**src/rtl/mod_n_adjustable_counter.sv**
```systemverilog
// Modulo-N clock digit with tick-driven run mode and debounced, auto-repeating
// up/down adjustment. Carry pulses chain into the next digit's tick_in.

module mod_n_adjustable_counter_btn #(
    parameter int DEBOUNCE_CYCLES = 1000000,
    parameter int REPEAT_DELAY    = 25000000,
    parameter int REPEAT_PERIOD   = 10000000
) (
    input  logic clk,
    input  logic Reset_N,
    input  logic i_raw,
    input  logic i_other_level,
    output logic o_level,
    output logic o_step
);

    localparam int DW      = $clog2(DEBOUNCE_CYCLES + 1);
    localparam int RPT_MAX = (REPEAT_DELAY > REPEAT_PERIOD) ? REPEAT_DELAY : REPEAT_PERIOD;
    localparam int TW      = $clog2(RPT_MAX + 1);

    typedef enum logic [1:0] {
        S_IDLE,
        S_DELAY,
        S_REPEAT
    } rpt_state_t;

    logic [1:0]    r_sync;
    logic          r_level;
    logic [DW-1:0] r_db_cnt;
    rpt_state_t    r_state;
    rpt_state_t    w_state_next;
    logic [TW-1:0] r_timer;
    logic [TW-1:0] w_timer_next;
    logic          w_step;

    always_ff @(posedge clk or negedge Reset_N) begin
        if (!Reset_N) begin
            r_sync   <= '0;
            r_level  <= 1'b0;
            r_db_cnt <= '0;
        end else begin
            r_sync <= {r_sync[0], i_raw};
            if (r_sync[1] != r_level) begin
                if (r_db_cnt == DW'(DEBOUNCE_CYCLES - 1)) begin
                    r_level  <= r_sync[1];
                    r_db_cnt <= '0;
                end else begin
                    r_db_cnt <= r_db_cnt + DW'(1);
                end
            end else begin
                r_db_cnt <= '0;
            end
        end
    end

    always_ff @(posedge clk or negedge Reset_N) begin
        if (!Reset_N) begin
            r_state <= S_IDLE;
            r_timer <= '0;
        end else begin
            r_state <= w_state_next;
            r_timer <= w_timer_next;
        end
    end

    // Timer value k in the cycle t0+k; IDLE with the level high is the rising-edge cycle.
    always_comb begin
        w_state_next = r_state;
        w_timer_next = r_timer;
        w_step       = 1'b0;
        if (!r_level) begin
            w_state_next = S_IDLE;
            w_timer_next = '0;
        end else if (i_other_level) begin
            w_state_next = S_DELAY;
            w_timer_next = '0;
        end else begin
            case (r_state)
                S_IDLE: begin
                    w_step       = 1'b1;
                    w_state_next = S_DELAY;
                    w_timer_next = TW'(1);
                end
                S_DELAY: begin
                    if (r_timer == TW'(REPEAT_DELAY)) begin
                        w_step       = 1'b1;
                        w_state_next = S_REPEAT;
                        w_timer_next = TW'(1);
                    end else begin
                        w_timer_next = r_timer + TW'(1);
                    end
                end
                S_REPEAT: begin
                    if (r_timer == TW'(REPEAT_PERIOD)) begin
                        w_step       = 1'b1;
                        w_timer_next = TW'(1);
                    end else begin
                        w_timer_next = r_timer + TW'(1);
                    end
                end
                default: begin
                    w_state_next = S_IDLE;
                    w_timer_next = '0;
                end
            endcase
        end
    end

    assign o_level = r_level;
    assign o_step  = w_step;

endmodule

module mod_n_adjustable_counter #(
    parameter int MODULUS         = 60,
    parameter int WIDTH           = 6,
    parameter int DEBOUNCE_CYCLES = 1000000,
    parameter int REPEAT_DELAY    = 25000000,
    parameter int REPEAT_PERIOD   = 10000000
) (
    input  logic             clk,
    input  logic             Reset_N,
    input  logic             tick_in,
    input  logic             set_mode,
    input  logic             add_btn,
    input  logic             sub_btn,
    output logic [WIDTH-1:0] count,
    output logic             carry_out
);

    localparam logic [WIDTH-1:0] LAST = WIDTH'(MODULUS - 1);

    logic             w_add_level;
    logic             w_sub_level;
    logic             w_add_step;
    logic             w_sub_step;
    logic [WIDTH-1:0] r_count;
    logic             r_carry;

    // Each button sees the other's debounced level so a simultaneous hold cancels both.
    mod_n_adjustable_counter_btn #(
        .DEBOUNCE_CYCLES(DEBOUNCE_CYCLES),
        .REPEAT_DELAY   (REPEAT_DELAY),
        .REPEAT_PERIOD  (REPEAT_PERIOD)
    ) u_add (
        .clk          (clk),
        .Reset_N      (Reset_N),
        .i_raw        (add_btn),
        .i_other_level(w_sub_level),
        .o_level      (w_add_level),
        .o_step       (w_add_step)
    );

    mod_n_adjustable_counter_btn #(
        .DEBOUNCE_CYCLES(DEBOUNCE_CYCLES),
        .REPEAT_DELAY   (REPEAT_DELAY),
        .REPEAT_PERIOD  (REPEAT_PERIOD)
    ) u_sub (
        .clk          (clk),
        .Reset_N      (Reset_N),
        .i_raw        (sub_btn),
        .i_other_level(w_add_level),
        .o_level      (w_sub_level),
        .o_step       (w_sub_step)
    );

    always_ff @(posedge clk or negedge Reset_N) begin
        if (!Reset_N) begin
            r_count <= '0;
            r_carry <= 1'b0;
        end else begin
            r_carry <= 1'b0;
            if (set_mode) begin
                if (w_add_step) begin
                    r_count <= (r_count == LAST) ? '0 : r_count + WIDTH'(1);
                end else if (w_sub_step) begin
                    r_count <= (r_count == '0) ? LAST : r_count - WIDTH'(1);
                end
            end else if (tick_in) begin
                if (r_count == LAST) begin
                    r_count <= '0;
                    r_carry <= 1'b1;
                end else begin
                    r_count <= r_count + WIDTH'(1);
                end
            end
        end
    end

    assign count     = r_count;
    assign carry_out = r_carry;

endmodule

```
**config.mk**
```make
export PLATFORM = sky130hd
export DESIGN_NAME = mod_n_adjustable_counter
export DESIGN_NICKNAME = d
export VERILOG_FILES = /design/src/rtl/mod_n_adjustable_counter.sv
export SDC_FILE = /design/constraint.sdc
export NUM_CORES = 1
export LEC_CHECK = 0
export BUFFER_PORTS_ARGS = -buffer_cell sky130_fd_sc_hd__buf_2
export CAP_MARGIN = 10
export CORE_MARGIN = 2
export CORE_UTILIZATION = 40
export DETAILED_ROUTE_END_ITERATION = 12
export PLACE_DENSITY_LB_ADDON = 0.05
export SYNTH_ARGS = -nofsm -noshare
export SYNTH_HDL_FRONTEND = slang
export SYNTH_SLANG_ARGS = --single-unit
```
**constraint.sdc**
```tcl
create_clock -name clk -period 2.31 [get_ports clk]
set_clock_uncertainty 0.1 [all_clocks]
set_input_delay 0.462 -clock clk [delete_from_list [all_inputs] [get_ports clk]]
set_output_delay 0.462 -clock clk [all_outputs]
set_load 0.02 [all_outputs]
```
==> results.cfg <==
[layout]
final_cell_mix = 113 x nor2_1, 105 x dfrtp_1, 50 x xor2_1, 46 x nand2_1, 36 x buf_4
fillCellCount = 1291
syn_to_final_growth_pct = 18.59
num_antenna_cells = 0
final_core_util = 0.4896
final_common_cell = nor2_1
drive_gt1_frac = 0.1675
multi_input_area_um2 = 2846
ff_latch_area_um2 = 2680
nets = 643

[place]
hpwl_mm = 7.791
gp_congestion = 0.8287
place_ws_ns = 0.02828
portBuffers = 12

[power]
p_switching_mw = 1.175
internal_power_mw = 2.926
p_clk_frac = 0.376
p_comb_frac = 0.127
power.leakage_nw = 2.758
share_seq_of_total_power = 0.498
switching_share = 0.2866
power_per_cell_area_nw_per_um2 = 625.0
ir_drop_mv = 0.3881

[logic_synthesis]
synthCells = 576
synth_mux_area_frac = 0.005880
ys.flop_type = dfrtp_1
synthSimpleGateAreaFrac = 0.2784
synth-edff-count = 0
ys_warn_count = 0
synthAdderAreaFrac = 0.02035
async_flop_share = 1.000
synth_area_um2 = 5533
syn_area_per_cell_um2 = 9.606
synth_xor_area_frac = 0.1282
syn_nets = 591
synth_top_family_by_area = simple AND/OR/NAND/NOR gates
synth-compound-area-share = 0.06287
ys_types = 59
ys_seq_area_frac = 0.4839
ys_ff_latch = 107

[timing]
final.setup.worst_slack_ns = 0.1074
fmax_ghz = 0.4540
max-slew-margin-rel = 0.6072
hold_viol = 0
holdWs_ns = 0.08606
rsz0062_at_grt = true
setup_viol_count_final = 0
max_slew.worst_pin.slew_ns = 0.5847
period_share = 0.9535
finalSetupTns_ns = 0
finalWorstPathRequiredPeriod_ns = 2.203
slew_violations = 0

[detailed_routing]
wl_per_cell_um = 14.47
routed-wl-met2_mm = 5.819
highest_layer = met4
via_per_inst = 5.153
drc = 0
drt-met1-wl_mm = 5.414
vias = 4169
ant_nets = 0
drt_wl_total_mm = 11.71
firstDrtPassIters = 4
drt_iter0_markers = 179
wl_met3_um = 298

[die]
die_area_um2 = 14790
die_w_um = 121.6
design.core.area_um2 = 13400
io_pins = 13
die_y_um = 121.6
num_rows = 42
initial_core_util = 0.4129

[worst_setup_path]
required_ns = 2.49
cp_data_arrival_time_ns = 2.38
worstSetupPathType = reg -> reg
cp-end-kind = register
path_cells = nor4bb_2 -> nand2_1 -> o41ai_4 -> a22o_4 -> o21ai_2 -> a311o_1 -> o22ai_2
start_kind = register
critical_path.max_stage_delay_ns = 0.44
crit_slowest_cell = dfrtp_1
cp_max_fo = 4

[cts]
clock_path_buffers = 2
root_buffer = clkbuf_16
cts_buffers = 9
worstSkewPairLatency_ns = 0.36
postCtsHoldBufs = 0
clock-sinks = 107
htree_levels = 3
cts_tree = done
clk_pin_slew_ns = 0.07

[global_route]
gr-usage-all-layers = 0.1688
antenna_found_initial = 0
grt_max_degree = 108
overflow = 0
grt_pass1_wl_mm = 19.89
grt_pass1_vias = 4219

[min_path]
hold_path_class = in -> async

[run_status]
outcome = completed

[run]
maxCapViolCount = 0
==> sequential cells by signal, indices dropped and copies added, names as in the netlist <==
name and cells:
carry_out 1, count 6, u_add.o_level 1, u_add.r_db_cnt 20
u_add.r_state 2, u_add.r_sync 2, u_add.r_timer 25, u_sub.o_level 1
u_sub.r_db_cnt 20, u_sub.r_state 2, u_sub.r_sync 2, u_sub.r_timer 25
==> area by class of cell <==
| cell class | instances | area share |
|---|---|---|
| sequential | 107 | 0.4085 |
| tap | 176 | 0.03356 |
| clock inverter | 5 | 0.007437 |
| timing repair buffer | 54 | 0.07113 |
| inverter | 15 | 0.008581 |
| clock buffer | 11 | 0.03699 |
| multi-input combinational | 441 | 0.4338 |
==> path summary, 6_finish.rpt <==
check | from | endpoint | slack, ns | depth (start not counted)
setup / recovery | u_sub.r_timer[23]$_DFF_PN0_ | count[3]$_DFFE_PN0P_ | 0.11 | 7
max in group asynchronous | Reset_N | u_sub.r_timer[15]$_DFF_PN0_ | 1.60 | 2
hold reg to reg | u_sub.r_sync[0]$_DFF_PN0_ | u_sub.r_sync[1]$_DFF_PN0_ | 0.26 | 0
min in group clk | add_btn | u_add.r_sync[0]$_DFF_PN0_ | 0.11 | 1
hold / removal | Reset_N | u_add.r_db_cnt[10]$_DFF_PN0_ | 0.09 | 2
setup reg to reg | u_sub.r_timer[23]$_DFF_PN0_ | count[3]$_DFFE_PN0P_ | 0.11 | 7
==> power groups by stage <==
stage                     registers (mW)  clock network (mW)  logic, mW
final                               2.04                1.54      0.520
after global routing                2.06                1.68      0.581
after CTS                           2.04                1.60      0.522
after detailed placement            2.08                   0      0.519
after global placement              2.07                   0      0.520
after floorplan                     2.07                   0      0.327
==> cells in the mapped netlist (2+ instances only) <==
cell | number | area, um^2
a21oi_1 | 17 | 85.08
a311o_1 | 2 | 20.02
and3_1 | 17 | 106.4
and4_1 | 5 | 43.79
buf_2 | 3 | 15.01
clkbuf_1 | 8 | 30.03
dfrtp_1 | 107 | 2678
ha_1 | 9 | 112.6
inv_1 | 15 | 56.30
mux2_2 | 2 | 22.52
nand2_1 | 48 | 180.2
nand2b_1 | 8 | 50.05
nand3_1 | 33 | 165.2
nand3b_1 | 4 | 30.03
nand4_1 | 16 | 100.1
nor2_1 | 113 | 424.2
nor2b_1 | 2 | 12.51
nor3_1 | 15 | 75.07
nor3_2 | 2 | 20.02
nor3b_1 | 2 | 15.01
nor4_1 | 6 | 37.54
nor4b_1 | 3 | 26.28
nor4b_2 | 3 | 45.04
nor4bb_1 | 6 | 60.06
o21a_1 | 2 | 15.01
o21ai_0 | 6 | 30.03
o21ai_1 | 4 | 20.02
o22ai_1 | 3 | 18.77
or2_2 | 2 | 12.51
or3_1 | 5 | 31.28
xnor2_1 | 31 | 271.5
xor2_1 | 50 | 437.9
==> per-layer routing <==
metal,GRT usage,vias up
met5,0,-
met4,0.04670,0
met3,0.04354,13
met2,0.2841,39
met1,0.2162,2044
li1,-,2073
==> what timing repair did <==
action | CTS | global route
pin swaps | 0 | 8
setup endpoints to repair | 1 | 48
cloned | 0 | 2
resized for setup | 1 | 20
buffers inserted | 0 | 11
==> through the flow <==
step | total power, mW | cell area [um^2] | instances
after global placement | 2.594 | 6027 | 780
after detailed placement | 2.596 | 6027 | 780
after CTS | 4.163 | 6327 | 796
after global routing | 4.318 | 6561 | 809
after floorplan | 2.399 | 5533 | 576
final | 4.101 | 6561 | 809
==> cell families after synthesis <==
logic type / Yosys count
buffers and inverters: 28
adders and majority gates: 9
xor gates and xnor gates: 81
DFF: 107
AOI/OAI and AO/OA: 47
muxes: 3
and+or+nand+nor: 301
==> worst max-delay path, delay by kind of cell (launching register included) <==
kind | cells | cell delay (ns)
compound gates | 5 | 1.14
flops | 1 | 0.44
simple gates | 2 | 0.44
Power figures use the tool's default switching activity.
